==> src/rtl/pitch_tracker.sv <==
// pitch_tracker: two-stage pitch tracker for per-frame HPS peak bins.
// Stage 1 registers the filtered sample f; stage 2 runs a SEARCH/LOCKED FSM
// that qualifies a pitch after LOCK_COUNT consecutive matches and releases it
// after DROP_COUNT consecutive misses.
// Optional feature: define PITCH_TRACKER_MEDIAN_EN to replace the stage-1
// pass-through register with a 3-sample median filter.
module pitch_tracker #(
    parameter int unsigned K_WIDTH    = 12,
    parameter int unsigned TOL        = 2,
    parameter int unsigned LOCK_COUNT = 3,
    parameter int unsigned DROP_COUNT = 4
) (
    input  logic               clock,
    input  logic               reset_n,
    input  logic [K_WIDTH-1:0] k_max,
    input  logic               k_max_valid,
    output logic [K_WIDTH-1:0] pitch_k,
    output logic               pitch_valid,
    output logic               pitch_locked
);

    localparam int unsigned CNT_TOP = (LOCK_COUNT > DROP_COUNT) ? LOCK_COUNT : DROP_COUNT;
    localparam int unsigned CW      = (CNT_TOP < 1) ? 1 : $clog2(CNT_TOP + 1);
    localparam int unsigned DW      = K_WIDTH + 1;

    localparam logic [DW-1:0] TOL_D   = DW'(TOL);
    localparam logic [CW-1:0] LOCK_C  = CW'(LOCK_COUNT);
    localparam logic [CW-1:0] DROP_C  = CW'(DROP_COUNT);
    localparam logic [CW-1:0] ONE_C   = CW'(1);
    localparam logic [CW-1:0] CNT_SAT = {CW{1'b1}};

    typedef enum logic [0:0] {StSearch, StLocked} state_e;

    // Stage-1 output: filtered sample and its qualifier
    logic               s1_valid;
    logic [K_WIDTH-1:0] s1_f;

`ifdef PITCH_TRACKER_MEDIAN_EN
    // Two stored samples plus the incoming one form the 3-deep window
    logic [K_WIDTH-1:0] hist0;
    logic [K_WIDTH-1:0] hist1;
    logic [1:0]         hist_cnt;

    function automatic logic [K_WIDTH-1:0] median3(input logic [K_WIDTH-1:0] a,
                                                   input logic [K_WIDTH-1:0] b,
                                                   input logic [K_WIDTH-1:0] c);
        logic [K_WIDTH-1:0] lo;
        logic [K_WIDTH-1:0] hi;
        lo = (a < b) ? a : b;
        hi = (a < b) ? b : a;
        if (c <= lo) begin
            return lo;
        end else if (c >= hi) begin
            return hi;
        end
        return c;
    endfunction

    // Shift history and register the median once three samples are present
    always_ff @(posedge clock or negedge reset_n) begin
        if (!reset_n) begin
            hist0    <= '0;
            hist1    <= '0;
            hist_cnt <= '0;
            s1_valid <= 1'b0;
            s1_f     <= '0;
        end else begin
            s1_valid <= k_max_valid && (hist_cnt == 2'd2);
            if (k_max_valid) begin
                hist1 <= hist0;
                hist0 <= k_max;
                if (hist_cnt != 2'd2) begin
                    hist_cnt <= hist_cnt + 2'd1;
                end
                s1_f <= median3(k_max, hist0, hist1);
            end
        end
    end
`else
    // Pass-through register keeps the same two-cycle latency as the median path
    always_ff @(posedge clock or negedge reset_n) begin
        if (!reset_n) begin
            s1_valid <= 1'b0;
            s1_f     <= '0;
        end else begin
            s1_valid <= k_max_valid;
            if (k_max_valid) begin
                s1_f <= k_max;
            end
        end
    end
`endif

    state_e             state;
    logic [K_WIDTH-1:0] candidate;
    logic [CW-1:0]      match_cnt;
    logic [CW-1:0]      miss_cnt;

    // Distance is taken one bit wider than the bins so it can never wrap
    function automatic logic [DW-1:0] abs_diff(input logic [K_WIDTH-1:0] a,
                                               input logic [K_WIDTH-1:0] b);
        logic [DW-1:0] ea;
        logic [DW-1:0] eb;
        ea = {1'b0, a};
        eb = {1'b0, b};
        return (ea >= eb) ? (ea - eb) : (eb - ea);
    endfunction

    logic          voiced;
    logic          cand_match;
    logic          pitch_match;
    logic [CW-1:0] match_next;
    logic [CW-1:0] miss_inc;

    // Match decisions and saturating counter next values for the FSM
    always_comb begin
        voiced      = (s1_f != '0);
        // match_cnt == 0 means there is no candidate to compare against
        cand_match  = voiced && (match_cnt != '0) && (abs_diff(s1_f, candidate) <= TOL_D);
        pitch_match = voiced && (abs_diff(s1_f, pitch_k) <= TOL_D);
        match_next  = '0;
        if (cand_match) begin
            match_next = (match_cnt == CNT_SAT) ? match_cnt : match_cnt + ONE_C;
        end else if (voiced) begin
            match_next = ONE_C;
        end
        miss_inc = (miss_cnt == CNT_SAT) ? miss_cnt : miss_cnt + ONE_C;
    end

    // Tracking FSM with registered outputs
    always_ff @(posedge clock or negedge reset_n) begin
        if (!reset_n) begin
            state        <= StSearch;
            candidate    <= '0;
            match_cnt    <= '0;
            miss_cnt     <= '0;
            pitch_k      <= '0;
            pitch_valid  <= 1'b0;
            pitch_locked <= 1'b0;
        end else begin
            pitch_valid <= 1'b0;
            if (s1_valid) begin
                unique case (state)
                    StSearch: begin
                        match_cnt <= match_next;
                        // Unvoiced clears candidate because s1_f is zero
                        if (!cand_match) begin
                            candidate <= s1_f;
                        end
                        if (voiced && (match_next >= LOCK_C)) begin
                            state        <= StLocked;
                            pitch_locked <= 1'b1;
                            pitch_k      <= s1_f;
                            pitch_valid  <= 1'b1;
                            miss_cnt     <= '0;
                        end
                    end
                    StLocked: begin
                        if (pitch_match) begin
                            pitch_k     <= s1_f;
                            pitch_valid <= 1'b1;
                            miss_cnt    <= '0;
                        end else begin
                            miss_cnt <= miss_inc;
                            if (miss_inc >= DROP_C) begin
                                // pitch_k keeps the last locked value
                                state        <= StSearch;
                                pitch_locked <= 1'b0;
                                candidate    <= s1_f;
                                match_cnt    <= voiced ? ONE_C : '0;
                            end
                        end
                    end
                    default: begin
                        state        <= StSearch;
                        pitch_locked <= 1'b0;
                    end
                endcase
            end
        end
    end

endmodule

==> config.mk <==
export PLATFORM = sky130hd
export DESIGN_NAME = pitch_tracker
export DESIGN_NICKNAME = d
export VERILOG_FILES = /design/src/rtl/pitch_tracker.sv
export SDC_FILE = /design/constraint.sdc
export NUM_CORES = 1
export LEC_CHECK = 0
export BUFFER_PORTS_ARGS = -buffer_cell sky130_fd_sc_hd__buf_2
export CAP_MARGIN = 15
export CORE_MARGIN = 2
export CORE_UTILIZATION = 57
export DETAILED_ROUTE_END_ITERATION = 10
export HOLD_SLACK_MARGIN = 0.06
export PLACE_DENSITY = 0.78
export SYNTH_ARGS = -nofsm -noshare
export SYNTH_HDL_FRONTEND = slang
export SYNTH_SLANG_ARGS = --single-unit
==> constraint.sdc <==
create_clock -name clock -period 3.1 [get_ports clock]
set_input_delay 0.31 -clock clock [delete_from_list [all_inputs] [get_ports clock]]
set_output_delay 0.31 -clock clock [all_outputs]
set_load 0.02 [all_outputs]
==> metrics.csv <==
stage,metric,value,unit
outcome,status,"complete, but fails checks",
outcome,failing checks,negative setup slack,
power_and_ir_drop,Lkg Pwr,0.003273,uW
yosys,"area leader, netlist",dfrtp_1,
detailed_routing,M1 WL,6632,um
global_route,total grt overflow,0,
yosys,yosys synthesis warning count,0,
yosys,asr flop ratio synth,1.000,
clock_tree,clock sinks,46,
setup_path,CP Launch Type,flop,
clock_tree,CTS tree,done,
clock_tree,cts hold-fix bufs,0,
detailed_routing,Avg WL per Cell,19.92,um
yosys,Commonest cells post-synth,"58 x inv_1, 51 x ha_1, 46 x dfrtp_1",
clock_tree,Clock Latency Late Sink,0.30,ns
clock_tree,Num CTS Buffers,5,
sta,Final Max Tran Viols,0,
yosys,Yosys top cell area share,0.2429,
floorplan,Die H,95.19,um
floorplan,# IOs,29,
yosys,top post-synthesis cells by area,"dfrtp_1 24%, ha_1 13%, mux2i_1 5.7%, inv_1 4.6%, o21ai_0 4.4%",
global_route,first-pass GRT wire length,25320,um
detailed_routing,initial drt markers,475,
detailed_routing,met3 routed WL,1475,um
worst_hold_path,HP Class,in -> async,
layout,Layout Nets,806,
global_route,Overall Global Routing Usage,0.3570,
yosys,Synth Instances,560,
layout,fin area,0.006585,mm^2
placed_design,Setup Slack @ Placement,-0.4519,ns
clock_tree,Clock transition at path regs,0.09,ns
yosys,Syn Area/Cell,8.463,um^2
power_and_ir_drop,P per Cell Area,388.0,mW/mm^2
sta,Max Freq,271.6,MHz
setup_path,Critical Path RT,3.28,ns
sta,Final Hold Viols,0,
detailed_routing,Routed Antenna Nets,0,
detailed_routing,highest routed layer,met4,
clock_tree,clk buf depth,2,
yosys,ys flop type,dfrtp_1,
placed_design,Final GP Congestion,1.005,
sta,Rel. slew slack,0.3019,
yosys,synth unique cells,76,
global_route,initial antenna violation count,0,
detailed_routing,WL final,16770,um
setup_path,kind of critical path,reg -> reg,
placed_design,dpl cells,820,
layout,fill count,502,
floorplan,FP Rows,33,
power_and_ir_drop,VDD IR-drop max,0.0002781,V
floorplan,core area,0.008134,mm^2
clock_tree,# H-tree levels,2,
floorplan,starting density of the core,0.5827,
yosys,register area share after synthesis,0.2429,
layout,area grow syn2layout,38.94,%
yosys,Post-Syn Nets,630,
layout,Post-Layout Cell Count,842,
sta,final worst slack,-0.5825,ns
yosys,Post-synth EDFFs,0,
floorplan,die area,0.009060,mm^2
setup_path,CP Data Arrival Time,3.86,ns
sta,fin crit share,1.188,
detailed_routing,drc violations,0,
sta,worst-margin pin slew,1.047,ns
placed_design,HPWL Detailed,11970,um
floorplan,Die W,95.19,um
placed_design,Placed Area,0.006113,mm^2
sta,min Tclk post-route,3.683,ns
detailed_routing,met2 WL post-DR,7964,um
yosys,#FFs+latches synth,46,
placed_design,PortBufs,28,
clock_tree,root buffer cell,clkbuf_8,
yosys,"count leader, synth",inv_1,
layout,layout cells sized above 1,0.3921,
setup_path,crit end category,flop,
global_route,largest net degree at the start of global routing,47,
detailed_routing,DR pass1 iterations,5,
sta,endpoints failing setup,33,
sta,clk_skew,0.006334,ns
detailed_routing,Vias/cell,6.337,
detailed_routing,via count,5336,
sta,RSZ-0062 raised after global routing,true,
global_route,vias in the first global route,5244,
setup_path,CP Max Fanout,6,
job,Max Cap Violations,0,
yosys,post-synthesis instance area,0.004740,mm^2
layout,antenna cells,0,
==> per-stage QoR <==
stage	hold slack [ns]	total power, uW	TNS [ns]	util
after CTS	0.2061	2464	-9.225	0.7850
after detailed placement	0.5258	1970	-13.36	0.7516
after global routing	0.2153	2679	-16.49	0.8096
after floorplan	0.01441	1464	-2.398	-
final	0.1785	2555	-13.82	0.8096
after global placement	0.4888	1929	-10.18	0.7516
==> power by group <==
group | internal (uW) | leakage (uW) | switching (uW)
Clock | 238 | 0.0000579 | 220
Sequential | 637 | 0.000572 | 39.0
Combinational | 659 | 0.00264 | 762
Total | 1530 | 0.00327 | 1020
==> cells by family (layout without fill, tap and decap cells) <==
kind of cell,Yosys count,in the layout,share of synthesized area
flip-flops,46,46,0.2429
multiplexers,29,29,0.06177
adder cells (fa/ha/maj),55,55,0.1515
XOR/XNOR,13,13,0.02402
AND/OR/NAND/NOR,151,151,0.1674
buffers and inverters,81,257,0.07497
AO/OA/AOI/OAI,185,186,0.2775
==> area by class of cell <==
| class | instances | area (um^2) | share of cell area |
|---|---|---|---|
| clock buffers | 5 | 68.82 | 0.01045 |
| well taps | 105 | 131.4 | 0.01995 |
| flip-flops and latches | 46 | 1166 | 0.1771 |
| repair buffers | 191 | 1434 | 0.2177 |
| multi-input cells | 434 | 3525 | 0.5352 |
| clock inverters | 3 | 40.04 | 0.006080 |
| inverters | 58 | 220.2 | 0.03344 |
==> worst paths after layout <==
path	endpoint	cells past startpoint	slack (ns)	start
max in group asynchronous	s1_f[6]$_DFFE_PN0P_	1	2.19	reset_n
worst max-delay path	match_cnt[2]$_DFFE_PN0P_	16	-0.58	s1_f[1]$_DFFE_PN0P_
min in group clock	s1_f[7]$_DFFE_PN0P_	3	0.21	k_max[7]
worst max register to register	match_cnt[2]$_DFFE_PN0P_	16	-0.58	s1_f[1]$_DFFE_PN0P_
worst min-delay path	miss_cnt[2]$_DFFE_PN0P_	1	0.18	reset_n
worst min register to register	miss_cnt[1]$_DFFE_PN0P_	1	0.56	miss_cnt[1]$_DFFE_PN0P_
==> worst max-delay path, cell delays in order, from the launching register on <==
cell and delay [ns]:
dfrtp_1 0.48, inv_2 0.09, buf_4 0.17, fa_2 0.34, a21o_1 0.18, a31o_2 0.22, o31a_1 0.31, a31oi_1 0.23
a21oi_1 0.10, mux2_2 0.28, o2111ai_1 0.19, nor3_4 0.09, buf_12 0.15, buf_4 0.13, buf_6 0.13, o311ai_1 0.36
o21ai_1 0.12
==> placed cells by master, fill, tap and decap left out, types with 8 or more instances in the layout <==
master / instances
a21o_1: 14
a21oi_1: 28
a21oi_2: 10
a31oi_1: 11
buf_2: 28
buf_4: 155
dfrtp_1: 34
dfrtp_2: 12
ha_1: 45
inv_1: 48
inv_2: 9
mux2i_1: 26
nand2_1: 39
nand3_1: 10
nor2_1: 28
nor2b_1: 8
o21a_1: 8
o21ai_0: 36
xor2_1: 8
==> layer usage <==
metal,vias up,track usage
met5,-,0
li1,2393,-
met2,347,0.6004
met1,2522,0.4566
met4,0,0.1498
met3,74,0.05375
==> registers in the layout (all words and copies together), names as in the netlist <==
register,count
candidate,12
s1_f,12
pitch_k,12
state,1
pitch_valid,1
match_cnt,3
pitch_locked,1
miss_cnt,3
s1_valid,1
==> timing repair <==
action | 4_1_cts | 5_1_grt
pin swaps | 11 | 21
setup buffers | 3 | 9
gates resized for setup | 28 | 26
endpoints found under the setup margin | 33 | 33
gates cloned | 1 | 1
Power figures use the tool's default switching activity.
